$ cat src/rtl/ctrl_decode_stage_if.sv
// Handshake bundle between IF, the registered decode stage and EX.
// The decoded control word travels as a flat 18-bit vector; its field layout is owned by ctrl_decode_stage.
interface ctrl_decode_stage_if;
    logic        in_valid;
    logic        in_ready;
    logic [31:0] in_instr;
    logic [31:0] in_pc;
    logic        out_valid;
    logic        out_ready;
    logic [17:0] out_ctrl;
    logic [31:0] out_pc;
    logic [31:0] out_instr;
    logic        out_mext;
    logic [2:0]  out_mext_op;
    logic        out_illegal;

    modport master (
        output in_valid, in_instr, in_pc, out_ready,
        input  in_ready, out_valid, out_ctrl, out_pc, out_instr,
        input  out_mext, out_mext_op, out_illegal
    );

    modport slave (
        input  in_valid, in_instr, in_pc, out_ready,
        output in_ready, out_valid, out_ctrl, out_pc, out_instr,
        output out_mext, out_mext_op, out_illegal
    );
endinterface

$ cat src/rtl/ctrl_decode_stage.sv
// Registered ID stage: RV32I(+M) decode into a control word held in a valid/ready register,
// with load-use interlock, flush, illegal-encoding flag and a saturating bubble counter.
module ctrl_decode_stage #(
    parameter int unsigned EN_MEXT     = 1,
    parameter int          STALL_CNT_W = 16
) (
    input  logic                   clk,
    input  logic                   rst,
    input  logic                   flush,
    ctrl_decode_stage_if.slave     bus,
    output logic [STALL_CNT_W-1:0] stall_cnt
);
    // Every field's default encoding is zero, so the default word is all-zeros.
    typedef struct packed {
        logic       regfile_ld;
        logic       alumux1;     // 0 rs1_out, 1 pc_out
        logic [2:0] alumux2;     // 0 i_imm, 1 u_imm, 2 b_imm, 3 s_imm, 4 j_imm, 5 rs2_out
        logic       cmpmux;      // 0 rs2_out, 1 i_imm
        logic [3:0] regfilemux;  // 0 alu_out, 1 br_en, 2 u_imm, 3 lw, 4 pc_plus4, 5 lb, 6 lbu, 7 lh, 8 lhu
        logic       dcache_read;
        logic       dcache_write;
        logic [2:0] aluop;       // 0 add, 1 sll, 2 sra, 3 sub, 4 xor, 5 srl, 6 or, 7 and
        logic [2:0] cmpop;       // branch funct3
    } ctrl_word_t;

    localparam logic [6:0] OPC_LUI   = 7'b0110111;
    localparam logic [6:0] OPC_AUIPC = 7'b0010111;
    localparam logic [6:0] OPC_JAL   = 7'b1101111;
    localparam logic [6:0] OPC_JALR  = 7'b1100111;
    localparam logic [6:0] OPC_BR    = 7'b1100011;
    localparam logic [6:0] OPC_LOAD  = 7'b0000011;
    localparam logic [6:0] OPC_STORE = 7'b0100011;
    localparam logic [6:0] OPC_IMM   = 7'b0010011;
    localparam logic [6:0] OPC_REG   = 7'b0110011;

    localparam logic [STALL_CNT_W-1:0] STALL_ONE = {{(STALL_CNT_W-1){1'b0}}, 1'b1};
    localparam logic [STALL_CNT_W-1:0] STALL_MAX = {STALL_CNT_W{1'b1}};

    logic [6:0]  opc;
    logic [2:0]  f3;
    logic [6:0]  f7;
    ctrl_word_t  dec_ctrl;
    logic        dec_mext;
    logic        dec_illegal;

    assign opc = bus.in_instr[6:0];
    assign f3  = bus.in_instr[14:12];
    assign f7  = bus.in_instr[31:25];

    always_comb begin
        dec_ctrl    = '0;
        dec_mext    = 1'b0;
        dec_illegal = 1'b0;
        case (opc)
            OPC_LUI: begin
                dec_ctrl.regfile_ld = 1'b1;
                dec_ctrl.regfilemux = 4'd2;
            end
            OPC_AUIPC: begin
                dec_ctrl.regfile_ld = 1'b1;
                dec_ctrl.alumux1    = 1'b1;
                dec_ctrl.alumux2    = 3'd1;
            end
            OPC_JAL: begin
                dec_ctrl.regfile_ld = 1'b1;
                dec_ctrl.regfilemux = 4'd4;
                dec_ctrl.alumux1    = 1'b1;
                dec_ctrl.alumux2    = 3'd4;
            end
            OPC_JALR: begin
                dec_illegal         = (f3 != 3'd0);
                dec_ctrl.regfile_ld = 1'b1;
                dec_ctrl.regfilemux = 4'd4;
            end
            OPC_BR: begin
                dec_illegal      = (f3 == 3'd2) || (f3 == 3'd3);
                dec_ctrl.alumux1 = 1'b1;
                dec_ctrl.alumux2 = 3'd2;
                dec_ctrl.cmpop   = f3;
            end
            OPC_LOAD: begin
                dec_ctrl.regfile_ld  = 1'b1;
                dec_ctrl.dcache_read = 1'b1;
                case (f3)
                    3'd0:    dec_ctrl.regfilemux = 4'd5;
                    3'd1:    dec_ctrl.regfilemux = 4'd7;
                    3'd2:    dec_ctrl.regfilemux = 4'd3;
                    3'd4:    dec_ctrl.regfilemux = 4'd6;
                    3'd5:    dec_ctrl.regfilemux = 4'd8;
                    default: dec_illegal = 1'b1;
                endcase
            end
            OPC_STORE: begin
                dec_illegal           = (f3 > 3'd2);
                dec_ctrl.dcache_write = 1'b1;
                dec_ctrl.alumux2      = 3'd3;
            end
            OPC_IMM, OPC_REG: begin
                dec_ctrl.regfile_ld = 1'b1;
                if (opc == OPC_REG) begin
                    dec_ctrl.alumux2 = 3'd5;
                end
                if (opc == OPC_REG && f7 == 7'h01) begin
                    dec_mext    = (EN_MEXT != 0);
                    dec_illegal = (EN_MEXT == 0);
                end else begin
                    // funct7 legality differs between immediate and register forms
                    if (opc == OPC_REG) begin
                        dec_illegal = !((f7 == 7'h00) ||
                                        (f7 == 7'h20 && (f3 == 3'd0 || f3 == 3'd5)));
                    end else if (f3 == 3'd1) begin
                        dec_illegal = (f7 != 7'h00);
                    end else if (f3 == 3'd5) begin
                        dec_illegal = (f7 != 7'h00) && (f7 != 7'h20);
                    end
                    case (f3)
                        3'd0: dec_ctrl.aluop = (opc == OPC_REG && f7[5]) ? 3'd3 : 3'd0;
                        3'd2, 3'd3: begin
                            dec_ctrl.cmpop      = (f3 == 3'd2) ? 3'd4 : 3'd6;
                            dec_ctrl.cmpmux     = (opc == OPC_IMM);
                            dec_ctrl.regfilemux = 4'd1;
                        end
                        3'd5:    dec_ctrl.aluop = f7[5] ? 3'd2 : 3'd5;
                        default: dec_ctrl.aluop = f3;
                    endcase
                end
            end
            default: dec_illegal = 1'b1;
        endcase
        if (dec_illegal) begin
            dec_ctrl = '0;
            dec_mext = 1'b0;
        end
    end

    logic        valid_q;
    ctrl_word_t  ctrl_q;
    logic [31:0] pc_q;
    logic [31:0] instr_q;
    logic        mext_q;
    logic [2:0]  mext_op_q;
    logic        illegal_q;
    logic [STALL_CNT_W-1:0] stall_q;
    logic [STALL_CNT_W-1:0] stall_d;

    logic [4:0] held_rd;
    logic       hz_rs1;
    logic       hz_rs2;
    logic       hazard;
    logic       hold;
    logic       ready_w;
    logic       accept;

    assign held_rd = instr_q[11:7];
    assign hz_rs1  = !(opc == OPC_LUI || opc == OPC_AUIPC || opc == OPC_JAL) &&
                     (bus.in_instr[19:15] == held_rd);
    assign hz_rs2  = (opc == OPC_BR || opc == OPC_STORE || opc == OPC_REG) &&
                     (bus.in_instr[24:20] == held_rd);
    assign hazard  = valid_q && ctrl_q.dcache_read && (held_rd != 5'd0) && (hz_rs1 || hz_rs2);
    assign hold    = valid_q && !bus.out_ready;
    assign ready_w = !rst && !flush && !hold && !hazard;
    assign accept  = bus.in_valid && ready_w;

    // Only true bubble cycles count: a hazard while EX is stalled is just a hold.
    always_comb begin
        stall_d = stall_q;
        if (!flush && bus.in_valid && hazard && bus.out_ready && stall_q != STALL_MAX) begin
            stall_d = stall_q + STALL_ONE;
        end
    end

    always_ff @(posedge clk) begin
        if (rst) begin
            valid_q   <= 1'b0;
            ctrl_q    <= '0;
            pc_q      <= '0;
            instr_q   <= '0;
            mext_q    <= 1'b0;
            mext_op_q <= '0;
            illegal_q <= 1'b0;
            stall_q   <= '0;
        end else begin
            stall_q <= stall_d;
            if (flush) begin
                valid_q <= 1'b0;
            end else if (accept) begin
                valid_q   <= 1'b1;
                ctrl_q    <= dec_ctrl;
                pc_q      <= bus.in_pc;
                instr_q   <= bus.in_instr;
                mext_q    <= dec_mext;
                mext_op_q <= dec_mext ? f3 : 3'd0;
                illegal_q <= dec_illegal;
            end else if (valid_q && bus.out_ready) begin
                valid_q <= 1'b0;
            end
        end
    end

    assign bus.in_ready    = ready_w;
    assign bus.out_valid   = valid_q;
    assign bus.out_ctrl    = ctrl_q;
    assign bus.out_pc      = pc_q;
    assign bus.out_instr   = instr_q;
    assign bus.out_mext    = mext_q;
    assign bus.out_mext_op = mext_op_q;
    assign bus.out_illegal = illegal_q;
    assign stall_cnt       = stall_q;
endmodule

$ cat src/flat_wrapper.sv
// flat-port wrapper written by rule: the top's interface ports become plain ports
module ctrl_decode_stage_flat 
#(
    parameter int unsigned EN_MEXT     = 1,
    parameter int          STALL_CNT_W = 16
)
  (clk, rst, flush, stall_cnt, bus_in_valid, bus_in_instr, bus_in_pc, bus_out_ready, bus_in_ready, bus_out_valid, bus_out_ctrl, bus_out_pc, bus_out_instr, bus_out_mext, bus_out_mext_op, bus_out_illegal);
  ctrl_decode_stage_if bus_i ();
  input  logic clk;
  input  logic rst;
  input  logic flush;
  output logic [STALL_CNT_W-1:0] stall_cnt;
  input wire logic [$bits(bus_i.in_valid)-1:0] bus_in_valid;
  input wire logic [$bits(bus_i.in_instr)-1:0] bus_in_instr;
  input wire logic [$bits(bus_i.in_pc)-1:0] bus_in_pc;
  input wire logic [$bits(bus_i.out_ready)-1:0] bus_out_ready;
  output wire logic [$bits(bus_i.in_ready)-1:0] bus_in_ready;
  output wire logic [$bits(bus_i.out_valid)-1:0] bus_out_valid;
  output wire logic [$bits(bus_i.out_ctrl)-1:0] bus_out_ctrl;
  output wire logic [$bits(bus_i.out_pc)-1:0] bus_out_pc;
  output wire logic [$bits(bus_i.out_instr)-1:0] bus_out_instr;
  output wire logic [$bits(bus_i.out_mext)-1:0] bus_out_mext;
  output wire logic [$bits(bus_i.out_mext_op)-1:0] bus_out_mext_op;
  output wire logic [$bits(bus_i.out_illegal)-1:0] bus_out_illegal;
  assign bus_i.in_valid = bus_in_valid;
  assign bus_i.in_instr = bus_in_instr;
  assign bus_i.in_pc = bus_in_pc;
  assign bus_i.out_ready = bus_out_ready;
  assign bus_in_ready = bus_i.in_ready;
  assign bus_out_valid = bus_i.out_valid;
  assign bus_out_ctrl = bus_i.out_ctrl;
  assign bus_out_pc = bus_i.out_pc;
  assign bus_out_instr = bus_i.out_instr;
  assign bus_out_mext = bus_i.out_mext;
  assign bus_out_mext_op = bus_i.out_mext_op;
  assign bus_out_illegal = bus_i.out_illegal;
  ctrl_decode_stage #(.EN_MEXT(EN_MEXT), .STALL_CNT_W(STALL_CNT_W)) u_core (.clk(clk), .rst(rst), .flush(flush), .bus(bus_i), .stall_cnt(stall_cnt));
endmodule
$ cat config.mk
export PLATFORM = sky130hd
export DESIGN_NAME = ctrl_decode_stage_flat
export DESIGN_NICKNAME = d
export VERILOG_FILES = /design/src/rtl/ctrl_decode_stage_if.sv /design/src/rtl/ctrl_decode_stage.sv /design/src/flat_wrapper.sv
export SDC_FILE = /design/constraint.sdc
export NUM_CORES = 1
export LEC_CHECK = 0
export CAP_MARGIN = 20
export CORE_ASPECT_RATIO = 0.75
export CORE_MARGIN = 1
export CORE_UTILIZATION = 55
export DETAILED_ROUTE_END_ITERATION = 10
export DONT_BUFFER_PORTS = 1
export GPL_TIMING_DRIVEN = 0
export PLACE_DENSITY = 0.76
export SETUP_SLACK_MARGIN = 0.15
export SLEW_MARGIN = 20
export SYNTH_ARGS = -nofsm -noshare
export SYNTH_HDL_FRONTEND = slang
export SYNTH_SLANG_ARGS = --single-unit
$ cat constraint.sdc
create_clock -name clk -period 3.64 [get_ports clk]
set_input_delay 0.728 -clock clk [delete_from_list [all_inputs] [get_ports clk]]
set_output_delay 0.728 -clock clk [all_outputs]
set_load 0.05 [all_outputs]
After elaboration in Yosys (flattened, before gate mapping)

Cells that the tools add are included.

Output and inout port bits: 105
Memories kept: 0
Register bits after elaboration: 104
ROM bits: 0
Bits in writable memories: 0
Latch bits: 0

$mul: 0
Multiplexer cells: 32
Divide/modulo/power cells: 0
Magnitude comparators: 1
Equal/unequal tests: 20
Reductions and logical operators: 49
Shift-type cells: 0
Bitwise gates (word level): 1
Add/sub/neg operators: 1

Operators with widths:

| operator                                                                | count |
|---|---|
| 7-bit by 6-bit equality test with 1-bit output, second input constant   | 4 |
| 7-bit equality test, second input constant                              | 3 |
| 4-bit one-hot mux with 5 select lines                                   | 1 |
| 1-bit logical AND                                                       | 19 |
| 18-bit two-way mux                                                      | 1 |
| 16-bit by 1-bit adder with 16-bit output, second input constant         | 1 |
| 16-bit inequality test, second input constant                           | 1 |
| 4-bit one-hot mux with 4 select lines                                   | 1 |
| 1-bit two-way mux                                                       | 15 |
| 3-bit two-way mux                                                       | 5 |
| 3-bit one-hot mux with 5 select lines                                   | 1 |
| 7-bit by 5-bit equality test with 1-bit output, second input constant   | 2 |
| 5-bit equality test                                                     | 2 |
| 5-bit two-way mux                                                       | 2 |
| 3-bit one-hot mux with 3 select lines                                   | 1 |
| 1-bit logical OR                                                        | 8 |
| 2-bit OR reduction                                                      | 4 |
| 7-bit by 1-bit equality test with 1-bit output, second input constant   | 1 |
| 7-bit by 2-bit equality test with 1-bit output, second input constant   | 1 |
| 1-bit logical NOT                                                       | 7 |
| 7-bit logical NOT                                                       | 1 |
| 7-bit by 6-bit inequality test with 1-bit output, second input constant | 1 |
| 7-bit nonzero test                                                      | 1 |
| 7-bit OR reduction                                                      | 1 |
| 16 further kinds                                                        | 20 |

Longest topological paths before layout

Gate-level depths: netlist (run 1).

Depth after elaboration: 11
Mapped depth: 10
Mapped depth without buffers: 6

Least setup slack after synthesis (run 1)

OpenSTA, ideal clock, no wires.

Kind: input -> output
Start point: input bus_in_instr[4]
End point: output bus_in_ready
Required time: 2.912 ns
Stages: 5
Data arrival time: 2.033 ns
Path buffers: 1
Slack: 0.879 ns
Cells stage by stage: nand2b_1 -> buf_2 -> nor4_1 -> or4_1 -> and3_1

Word-level cells in the longest chain between the ends: 9

Ends and longest elaborated chain:

| element                                                                                                          | line                     | text |
|---|---|---|
| from (decl)                                                                                                      | flat_wrapper.sv:14       | `input wire logic [$bits(bus_i.in_instr)-1:0] bus_in_instr;` |
| 7-bit by 6-bit equality test with 1-bit output or 7-bit by 5-bit equality test with 1-bit output (tied branches) | ctrl_decode_stage.sv:155 | `assign hz_rs1 = !(opc == OPC_LUI \|\| opc == OPC_AUIPC \|\| opc == OPC_JAL) &&` |
| 1-bit logical OR (2 in series)                                                                                   | ctrl_decode_stage.sv:155 |  |
| 1-bit logical NOT                                                                                                | ctrl_decode_stage.sv:155 |  |
| 1-bit logical AND                                                                                                | ctrl_decode_stage.sv:155 |  |
| 1-bit logical OR (*)                                                                                             | ctrl_decode_stage.sv:159 | `assign hazard = valid_q && ctrl_q.dcache_read && (held_rd != 5'd0) && (hz_rs1 \|\| hz_rs2);` |
| 1-bit logical AND (*)                                                                                            | ctrl_decode_stage.sv:159 |  |
| 1-bit logical NOT (*)                                                                                            | ctrl_decode_stage.sv:161 | `assign ready_w = !rst && !flush && !hold && !hazard;` |
| 1-bit logical AND (*)                                                                                            | ctrl_decode_stage.sv:161 |  |
| to (decl)                                                                                                        | flat_wrapper.sv:17       | `output wire logic [$bits(bus_i.in_ready)-1:0] bus_in_ready;` |

Mark *: on every way between the ends. The rest lies on a longest branch, timed or not.

Worst setup path after layout (run 1)

Start point: register u_core.instr_q[8] (netlist: u_core.bus.out_instr[8])
End point: output bus_in_ready

Word-level cells in the longest chain between the ends: 6

Ends and longest elaborated chain:

| element                                | line                                               | text |
|---|---|---|
| from (decl)                            | ctrl_decode_stage.sv:139                           | `logic [31:0] instr_q;` |
| from (signal assigned)                 | ctrl_decode_stage.sv:190                           | `instr_q <= bus.in_instr;` |
| 5-bit equality test (on tied branches) | ctrl_decode_stage.sv:156, ctrl_decode_stage.sv:158 |  |
| 1-bit logical AND (on tied branches)   | ctrl_decode_stage.sv:155, ctrl_decode_stage.sv:157 |  |
| 1-bit logical OR                       | ctrl_decode_stage.sv:159                           |  |
| 1-bit logical AND (*)                  | ctrl_decode_stage.sv:159                           |  |
| 1-bit logical NOT (*)                  | ctrl_decode_stage.sv:161                           |  |
| 1-bit logical AND (*)                  | ctrl_decode_stage.sv:161                           |  |

Marks and branches as above.

==> metrics.csv, run 1 <==
stage,metric,value,unit
critical_path,Crit path top cell by count,or4_1,
synth,simple-gate share of the synthesized area,26.1,%
sta,Clock Skew,10.7,ps
synth,sequential cell area fraction in the yosys report,46.1,%
worst_hold_path,WHS Endpoint,u_core.bus.out_valid,
clock_network,clock buffer depth,2,
critical_path,R2R cell count,7,
clock_network,post-CTS sizing,0,
critical_path,Slowest Stage Delay on Critical Path,750,ps
die,core area,0.00792,sq mm
synth,mux contribution to synthesized area,0.721,%
sta,fin. max-slew vios,0,
critical_path,Worst R2R Start,u_core.bus.out_instr[8],
placed_design,Final Wtd Congestion,0.886,
detailed_routing,routed wire length,12.2,mm
synth,Synth Flop Type,dfxtp_1,
die,Boundary Pins,174,
grt,Total Routing Usage GR,27.9,%
sta,Highest Clock Rate,0.308,GHz
grt,first-pass GRT wire length,18.6,mm
layout,final cell count without fillers,681,
clock_network,Worst-Skew Late Latency,370,ps
grt,grt ovf,0,
critical_path,worst setup path start,u_core.bus.out_instr[8],
detailed_routing,final antenna-violating net count,0,
synth,"Avg Cell Area, Syn",8.06,sq um
synth,synthesized area,0.00451,sq mm
synth,syn_nets,630,
layout,nets,641,
clock_network,hold_buf cts,0,
sta,setup TNS,0,ps
critical_path,Worst path slowest cell,dfxtp_1,
synth,"EDFF count, synth",0,
clock_network,root buffer selected by CTS,clkbuf_8,
detailed_routing,Vias per Instance,6.08,
die,Die Ht,80.4,microns
synth,adder-cell area share of the yosys netlist,0.277,%
synth,XOR/XNOR Fraction of Synth Area,2.52,%
worst_hold_path,Hold Crit Start,flush,
clock_network,TritonCTS buffer count,9,
synth,cell count after synthesis,560,
clock_network,number of clock sinks,104,
critical_path,WP data required,2910,ps
sta,period utilization,89.1,%
clock_network,"Reg clk slew, reported paths",90,ps
die,die width,107,microns
sta,Rel. slew slack,52.3,%
power_and_ir_drop,PwrDens,438,mW/mm^2
synth,compound-cell area share of the yosys netlist,19.0,%
placed_design,Placed Cells,665,
clock_network,setup bufs post-CTS,0,
critical_path,crit-path cells,or4_1 > o211ai_2 > or4_1 > and3_1,
layout,FILL cells,741,
grt,largest net degree at the start of global routing,17,
clock_network,H-Tree Depth,3,
sta,min Tclk post-route,3240,ps
detailed_routing,DRC,0,
run_status,status,"complete, no violations",
critical_path,Critical Path End Type,output port,
synth,ys async rst share,0,%
grt,initial antenna violation count,0,
synth,Cell variety after synth,55,
layout,share of cells above drive strength 1,10.4,%
placed_design,port bufs,0,
critical_path,"Worst Path Class, Setup",reg -> out,
synth,largest family of logic cells by synthesized area,simple AND/OR/NAND/NOR gates,
layout,n_diodes,0,
power_and_ir_drop,leakage power,1.65,nW
placed_design,DPL Wire Length,9.08,mm
grt,vias in the first global route,3684,
synth,YS warnings,0,
die,Row Count,28,
detailed_routing,drt wl/cell,17.9,microns
sta,Hold Fails Final Rpt,0,
critical_path,flop-to-flop setup slack,730,ps
critical_path,Setup crit start kind,register,
sta,worst-margin pin slew,708,ps
critical_path,Buffers & Inverters on Critical Path,0,
detailed_routing,1st-pass router iterations,5,
flow_run,max-cap viol count,0,
die,DIE AREA,0.00857,sq mm
worst_hold_path,Worst Hold Depth,1,
detailed_routing,DRC marker count from the first detailed-route iteration,264,
synth,Synth Register Bits,104,
layout,Area Growth Syn to Fin,7.10,%
detailed_routing,vias,4139,
critical_path,FF-to-FF End,u_core.stall_cnt[12],
critical_path,crit-path leading delay family,simple AND/OR/NAND/NOR gates,
sta,setup violators final,0,
worst_hold_path,Worst Hold Class,in -> reg,
power_and_ir_drop,Max VDD drop,0.271,mV
critical_path,CP Max Fanout,5,
clock_network,CTS tree,built,
critical_path,Crit path arrival time,2510,ps
sta,unrepaired setup endpoints after global routing,false,
die,Starting Density,57.0,%
per-layer routing:
| layer | wire [microns] | GRT usage [%] | share of wire (%) | up-vias |
|---|---|---|---|---|
| met2 | 5410 | 43.1 | 44 | 202 |
| li1 | - | - | - | 1982 |
| met3 | 1320 | 10.1 | 11 | 20 |
| met4 | 208 | 8.90 | 1.7 | 0 |
| met1 | 5250 | 36.2 | 43 | 1935 |
| met5 | 0 | 0 | 0 | - |
worst reg2reg max path, stage by stage (launching register included):
cell	delay (ps)
dfxtp_1	750
or4_1	250
o211ai_2	110
nor4_1	680
nor2_1	130
buf_2	210
nor4_1	310
mux2_2	370
cell usage in the layout, fill, tap and decap left out, types with 2 or more instances in the layout:
cell	netlist	routed
nor2b_1	5	5
xnor2_1	11	11
clkbuf_8	0	9
buf_6	4	4
o21ai_1	4	4
clkbuf_1	15	17
buf_4	2	2
or2_2	2	2
a31o_2	11	11
o31ai_1	9	9
o41ai_2	2	2
clkinv_2	0	2
and3_1	11	11
or3_1	9	9
clkinv_4	0	2
nand2_1	152	152
nor3_1	15	15
a21oi_1	82	82
a22oi_1	3	3
nand2b_1	2	2
nand3_1	15	15
a211oi_1	2	2
nor4_1	6	6
o21ai_0	10	10
a31oi_1	2	2
dfxtp_1	104	104
inv_1	7	7
nand3b_1	3	3
and4_1	2	2
nand4_1	5	5
buf_2	18	18
nor2_1	10	10
and2_1	2	2
mux2_2	2	2
or4_1	9	9
xor2_1	2	2
how the worst max path moves through the flow:
stage / endpoint / slack [ps] / depth (start not counted)
after global placement: bus_in_ready / 600 / 5
after detailed placement: bus_in_ready / 570 / 5
final: bus_in_ready / 400 / 4
after CTS: bus_in_ready / 390 / 4
after global routing: bus_in_ready / 320 / 4
after floorplan: bus_in_ready / 880 / 5
flip-flops by register name, summed over array words and instances (netlist names):
register	cells
u_core.bus.out_instr	32
u_core.bus.out_pc	32
u_core.bus.out_ctrl	18
u_core.stall_cnt	16
u_core.bus.out_mext_op	3
u_core.bus.out_illegal	1
u_core.bus.out_mext	1
u_core.bus.out_valid	1
power by group:
group	total [W]	switching, W	internal [W]	leakage [nW]
sequential	0.00126	0.000103	0.00116	0.842
clock	0.000704	0.000385	0.000319	0.0973
combinational	0.000147	0.0000980	0.0000491	0.713
total	0.00212	0.000586	0.00153	1.65
cell families after synthesis:
kind of cell    after synthesis
buf+inv                      47
mux                           3
simple gates                253
fa+ha+maj                     1
compound gates              139
xor+xnor                     13
flops                       104
final cells by class:
type,instances,area (sq um),share of cell area (%)
buffer,40,210,4.35
clock inverter,5,57.6,1.19
clock buffer,11,131,2.72
tap,105,131,2.72
inverter,7,26.3,0.544
multi-input combinational,409,2190,45.4
sequential,104,2080,43.1
per-stage QoR:
| step | instance area, sq um | util, % | hold slack [ps] | setup WS, ps | total power (W) |
|---|---|---|---|---|---|
| detailed placement | 4640 | 58.6 | 688 | 571 | 0.00144 |
| CTS | 4830 | 61.0 | 429 | 394 | 0.00213 |
| finish | 4830 | 61.0 | 444 | 397 | 0.00212 |
| floorplan | 4510 | - | 668 | 879 | 0.00140 |
| global route | 4830 | 61.0 | 420 | 316 | 0.00219 |
| global placement | 4640 | 58.6 | 681 | 599 | 0.00143 |
Yosys cell counts, types with 5 or more instances:
cell | instances | area (sq um)
nand2_1 | 152 | 571
dfxtp_1 | 104 | 2080
a21oi_1 | 82 | 410
buf_2 | 18 | 90.1
clkbuf_1 | 15 | 56.3
nand3_1 | 15 | 75.1
nor3_1 | 15 | 75.1
a31o_2 | 11 | 96.3
and3_1 | 11 | 68.8
xnor2_1 | 11 | 96.3
nor2_1 | 10 | 37.5
o21ai_0 | 10 | 50.1
o31ai_1 | 9 | 67.6
or3_1 | 9 | 56.3
or4_1 | 9 | 67.6
inv_1 | 7 | 26.3
nor4_1 | 6 | 37.5
nand4_1 | 5 | 31.3
nor2b_1 | 5 | 31.3
(Power assumes the default switching activity.)
==> run 2: changes to the inputs <==
--- a/config.mk
+++ b/config.mk
@@ -14,7 +14,7 @@
 export GPL_TIMING_DRIVEN = 0
 export PLACE_DENSITY = 0.76
 export SETUP_SLACK_MARGIN = 0.15
-export SLEW_MARGIN = 20
+export SKIP_LAST_GASP = 1
 export SYNTH_ARGS = -nofsm -noshare
 export SYNTH_HDL_FRONTEND = slang
 export SYNTH_SLANG_ARGS = --single-unit
==> results of run 2 <==
No change in the layout: final DEF, timing and power equal those of run 1.
